## src/rtl/lcv_div_iter.sv

```systemverilog
// Iterative radix-2 restoring divider, one quotient bit per clock.
// Signed or unsigned per operation, valid/ready handshake on both sides.
module lcv_div_iter #(
  parameter int WIDTH = 32
) (
  input  logic             clk,
  input  logic             rst,
  input  logic             inp_valid,
  output logic             inp_ready,
  input  logic [WIDTH-1:0] inp_a,
  input  logic [WIDTH-1:0] inp_b,
  input  logic             inp_signed,
  output logic             outp_valid,
  input  logic             outp_ready,
  output logic [WIDTH-1:0] outp_quot,
  output logic [WIDTH-1:0] outp_rem,
  output logic             outp_div_by_zero
);

  localparam int CW = $clog2(WIDTH + 1);
  localparam logic [WIDTH-1:0] MIN_VAL = {1'b1, {(WIDTH-1){1'b0}}};

  typedef enum logic [2:0] {
    S_IDLE,
    S_PREP,
    S_RUN,
    S_FIXUP,
    S_DONE
  } state_e;

  state_e           state_q;
  logic [WIDTH-1:0] a_q, b_q;
  logic             signed_q, a_neg_q, b_neg_q, dbz_q;
  logic [WIDTH-1:0] dvd_q;   // dividend bits shift out, quotient bits shift in
  logic [WIDTH:0]   rem_q;
  logic [WIDTH:0]   dsr_q;
  logic [CW-1:0]    cnt_q;
  logic             outp_valid_q, outp_dbz_q;
  logic [WIDTH-1:0] outp_quot_q, outp_rem_q;

  logic             a_neg_d, b_neg_d;
  logic [WIDTH-1:0] a_mag_d, b_mag_d;
  logic [WIDTH:0]   rem_shift;
  logic [WIDTH+1:0] trial;
  logic             borrow;
  logic [WIDTH:0]   rem_d;
  logic [WIDTH-1:0] dvd_d;
  logic             overflow;
  logic [WIDTH-1:0] quot_d, rem_out_d;

  // NOTE: every always_comb output gets a default first so no path leaves it unassigned (no latch).
  always_comb begin
    a_neg_d   = signed_q & a_q[WIDTH-1];
    b_neg_d   = signed_q & b_q[WIDTH-1];
    // |MIN| wraps to MIN, which is the correct unsigned magnitude
    a_mag_d   = a_neg_d ? -a_q : a_q;
    b_mag_d   = b_neg_d ? -b_q : b_q;

    rem_shift = (rem_q << 1) | {{WIDTH{1'b0}}, dvd_q[WIDTH-1]};
    trial     = {1'b0, rem_shift} - {1'b0, dsr_q};
    borrow    = trial[WIDTH+1];
    rem_d     = borrow ? rem_shift : trial[WIDTH:0];
    dvd_d     = {dvd_q[WIDTH-2:0], ~borrow};

    overflow  = signed_q && (a_q == MIN_VAL) && (b_q == '1);
    quot_d    = (a_neg_q ^ b_neg_q) ? -dvd_q : dvd_q;
    rem_out_d = a_neg_q ? -rem_q[WIDTH-1:0] : rem_q[WIDTH-1:0];
    if (dbz_q) begin
      quot_d    = '1;
      rem_out_d = a_q;
    end else if (overflow) begin
      quot_d    = MIN_VAL;
      rem_out_d = '0;
    end
  end

  // NOTE: sequential state uses non-blocking assignments so every register samples pre-edge values.
  always_ff @(posedge clk or posedge rst) begin
    if (rst) begin
      state_q      <= S_IDLE;
      a_q          <= '0;
      b_q          <= '0;
      signed_q     <= 1'b0;
      a_neg_q      <= 1'b0;
      b_neg_q      <= 1'b0;
      dbz_q        <= 1'b0;
      dvd_q        <= '0;
      rem_q        <= '0;
      dsr_q        <= '0;
      cnt_q        <= '0;
      outp_valid_q <= 1'b0;
      outp_dbz_q   <= 1'b0;
      outp_quot_q  <= '0;
      outp_rem_q   <= '0;
    end else begin
      case (state_q)
        S_IDLE: begin
          if (inp_valid) begin
            a_q      <= inp_a;
            b_q      <= inp_b;
            signed_q <= inp_signed;
            state_q  <= S_PREP;
          end
        end
        S_PREP: begin
          a_neg_q <= a_neg_d;
          b_neg_q <= b_neg_d;
          dbz_q   <= (b_q == '0);
          dvd_q   <= a_mag_d;
          rem_q   <= '0;
          dsr_q   <= {1'b0, b_mag_d};
          cnt_q   <= CW'(WIDTH);
          state_q <= S_RUN;
        end
        S_RUN: begin
          // counter walks WIDTH..0; the zero cycle only hands over to FIXUP
          if (cnt_q != '0) begin
            rem_q <= rem_d;
            dvd_q <= dvd_d;
            cnt_q <= cnt_q - CW'(1);
          end else begin
            state_q <= S_FIXUP;
          end
        end
        S_FIXUP: begin
          outp_quot_q  <= quot_d;
          outp_rem_q   <= rem_out_d;
          outp_dbz_q   <= dbz_q;
          outp_valid_q <= 1'b1;
          state_q      <= S_DONE;
        end
        S_DONE: begin
          if (outp_ready) begin
            outp_valid_q <= 1'b0;
            state_q      <= S_IDLE;
          end
        end
        default: state_q <= S_IDLE;
      endcase
    end
  end

  assign inp_ready        = (state_q == S_IDLE);
  assign outp_valid       = outp_valid_q;
  assign outp_quot        = outp_quot_q;
  assign outp_rem         = outp_rem_q;
  assign outp_div_by_zero = outp_dbz_q;

endmodule

```

## config.mk

```make
export PLATFORM = sky130hd
export DESIGN_NAME = lcv_div_iter
export DESIGN_NICKNAME = d
export VERILOG_FILES = /design/src/rtl/lcv_div_iter.sv
export SDC_FILE = /design/constraint.sdc
export NUM_CORES = 1
export LEC_CHECK = 0
export ABC_CLOCK_PERIOD_IN_PS = 7800
export CAP_MARGIN = 15
export CORE_MARGIN = 2
export CORE_UTILIZATION = 52
export DETAILED_ROUTE_END_ITERATION = 6
export GPL_ROUTABILITY_DRIVEN = 0
export GPL_TIMING_DRIVEN = 0
export HOLD_SLACK_MARGIN = 0.06
export PLACE_DENSITY = 0.77
export SYNTH_ARGS = -nofsm -noshare
export SYNTH_HDL_FRONTEND = slang
export SYNTH_SLANG_ARGS = --single-unit
```

## constraint.sdc

```tcl
create_clock -name clk -period 7.8 [get_ports clk]
set_input_delay 1.17 -clock clk [delete_from_list [all_inputs] [get_ports clk]]
set_output_delay 1.17 -clock clk [all_outputs]
set_load 0.03 [all_outputs]
```

==> reports/qor.csv <==
metric;value;unit
CTS sink count;239;
FP Rows;59;
most frequent cells in the layout;dfrtp_1, o21ai_0, a21oi_1;
status;finished clean;
#FFs+latches synth;239;
Area growth syn-to-layout;19.9;%
Synth Warn #;0;
Post-CTS Hold Buffers;0;
most common cell after layout, fill and taps aside;dfrtp_1;
Leakage;6.87;nW
CP startpoint kind;register;
Syn Area/Cell;9.07;um^2
initial antenna violation count;0;
Placement Setup Slack;4.26;ns
Post-synth top flop;dfrtp_1;
Mapped Area;0.0138;mm^2
antenna fix cells;0;
layout cells sized above 1;7.28;%
clock tree root buffer cell;clkbuf_16;
I/O pins;136;
Critical Path AT;4.11;ns
compound-cell area share of the yosys netlist;20.9;%
Final nets;1793;
max-cap violations;0;
CP Cell Sequence;inv_1 > ha_1 > fa_1 > nor2b_1 > o2111ai_1 > a21oi_1 > o21ai_0 > a31oi_1 > a21oi_1 > o311ai_0 > mux2_2 > nand2_1;
DRT iter0 DRCs;723;
Hold WS;0.478;ns
Yosys cell types;62;
Worst Hold Class;reg -> reg;
postcts setup bufs;0;
Setup violations, final;0;
WS Path Type;reg -> reg;
Syn Nets;1628;
Cell Pwr Density;509;mW/mm^2
Crit. End Element;register;
post_cts resized;0;
Crit. Startpoint;dvd_q[31]$_DFFE_PP0P_;
unrepaired setup endpoints after global routing;no;
CTS Buf Count;27;
Initial Utilization;52.9;%
sequential fraction of the synthesis area;43.4;%
Detailed Route WL;36100;um
vias in the first global route;11538;
filler cell count;2141;
drc violations;0;
Post-Synth Simple-Gate Area;13.3;%
first-pass GRT wire length;58400;um
top-area cell type share of the netlist area;43.4;%
final hold violation count;0;
Post-DRT Antenna Nets;0;
Slew HR;38.5;%
Req. time, crit path;8.27;ns
Top delay family on crit path;compound AO/OA/AOI/OAI gates;
top post-synthesis cells by area;dfrtp_1, o21ai_0, a21oi_1, xor2_1, mux2_2;
H-tree Lvls;1;
flop-to-flop setup slack;4.16;ns
Synth async-reset ratio;100;%
crit path capture;rem_q[30]$_DFFE_PP0P_;
die footprint;0.0278;mm^2
Crit Reg-Reg Endpoint;rem_q[30]$_DFFE_PP0P_;
Core Area;0.0261;mm^2
CTS tree;done;
largest net degree at the start of global routing;130;
Critical Path Stages;12;
fmax;0.275;GHz
GRT Resource Usage Total;25.6;%
mux cell area share after synthesis;5.79;%
Max clock buf depth;3;
GRT overflow;0;
Synth Area in XOR/XNOR;9.09;%
I/O Buffers;135;
CP dominant cell by count;a21oi_1;
Pins Over Slew Limit;0;
fin crit period;3.64;ns
period utilization;46.7;%
Die X;167;um
worst r2r path cells;12;
crit path max fanout;4;
DP HPWL;27500;um
Routed WL per cell;17.7;um
PnR worst setup slack;4.16;ns
via/cell ratio;5.80;
maximum vdd drop;0.310;mV
cells after synthesis;1519;
worst-margin pin slew;0.919;ns
area leader, netlist;dfrtp_1;
Reg clk slew, reported paths;0.06;ns
Max stage delay on crit path;0.49;ns
largest family of logic cells by synthesized area;compound AO/OA/AOI/OAI gates;
CP max stage cell;o311ai_0;
First-pass DRT Iterations;7;
reg2reg start;dvd_q[31]$_DFFE_PP0P_;
Worst Skew;0.0110;ns
Clock Latency Late Sink;0.54;ns
via count;11825;
Post-Synth Adder-Cell Area;3.69;%
number of flops mapped to enable cells by yosys;0;
worst path buffer plus inverter count;1;
DIE HEIGHT;167;um
## sequential cells by signal, indices dropped and copies added, names as in the netlist
name and flops:
a_q 32, b_q 32, dsr_q 32, dvd_q 32, outp_quot 32, outp_rem 32, rem_q 32, cnt_q 6
state_q 3, a_neg_q 1, b_neg_q 1, dbz_q 1, outp_div_by_zero 1, outp_valid 1, signed_q 1
## through the flow
step,cells,cell area [um^2],utilization [%],TNS (ns),total power [mW]
2_1_floorplan,1519,13800,-,0,5.70
3_3_place_gp,1989,15500,59.6,-611.24,6.87
3_5_place_dp,1990,15600,59.8,0,7.02
4_1_cts,2039,16500,63.4,0,8.38
5_1_grt,2039,16500,63.4,0,9.05
6_report,2039,16500,63.4,0,8.40
## final cells by class
cell class	instances	area [um^2]	share of cell area (%)
buffer	87	332	2.01
clock buffer	37	743	4.50
clock inverter	12	193	1.17
inverter	51	199	1.20
multi-input combinational	1142	7270	44.0
sequential	239	5980	36.2
tap	335	419	2.54
timing repair buffer	136	1380	8.35
## synth_stat cells, types with 12 or more instances
| master | n |
|---|---|
| ha_1 | 39 |
| nor3_1 | 19 |
| o21ai_0 | 218 |
| nand2_1 | 142 |
| a21oi_1 | 151 |
| o21ai_1 | 12 |
| mux2_2 | 61 |
| nand4_1 | 14 |
| xnor2_1 | 59 |
| inv_1 | 51 |
| o31ai_1 | 20 |
| a22oi_1 | 31 |
| dfrtp_1 | 239 |
| or3_1 | 21 |
| clkbuf_1 | 80 |
| o41ai_1 | 12 |
| nand3_1 | 32 |
| nor4_1 | 14 |
| a21o_1 | 15 |
| xor2_1 | 84 |
| nor2_1 | 89 |
## worst min path at each step
stage	start	end	slack (ns)	cells after the start
4_1_cts	dsr_q[21]$_DFFE_PP0P_	dsr_q[21]$_DFFE_PP0P_	0.48	2
3_5_place_dp	dsr_q[21]$_DFFE_PP0P_	dsr_q[21]$_DFFE_PP0P_	0.47	2
2_1_floorplan	dsr_q[10]$_DFFE_PP0P_	dsr_q[10]$_DFFE_PP0P_	0.45	2
3_3_place_gp	outp_div_by_zero$_DFFE_PP0P_	outp_div_by_zero$_DFFE_PP0P_	0.46	1
5_1_grt	outp_div_by_zero$_DFFE_PP0P_	outp_div_by_zero$_DFFE_PP0P_	0.50	1
6_report	outp_div_by_zero$_DFFE_PP0P_	outp_div_by_zero$_DFFE_PP0P_	0.48	1
## layer usage
layer	track usage, %	vias up	part of all wire [%]	wire length (um)
met2	44.6	444	49	17700
met4	10.0	0	3.7	1330
met3	2.71	89	6.0	2180
met1	33.0	5551	41	14900
li1	-	5741	-	-
met5	0	-	0	0
## cell families (layout without fill, tap and decap cells)
group                      count (synthesis)  count (layout)
AOI/OAI and AO/OA                        502             502
and+or+nand+nor                          385             385
DFF                                      239             239
xor gates and xnor gates                 143             143
buffers and inverters                    138             323
muxes                                     72              72
adders and majority gates                 40              40
## report_power, final
group          switching [mW]  total [mW]  internal, mW
clock network           0.506        1.34         0.830
registers               0.707        2.52          1.82
logic                    2.64        4.54          1.90
Note: power is estimated with default switching activity, not from simulation.
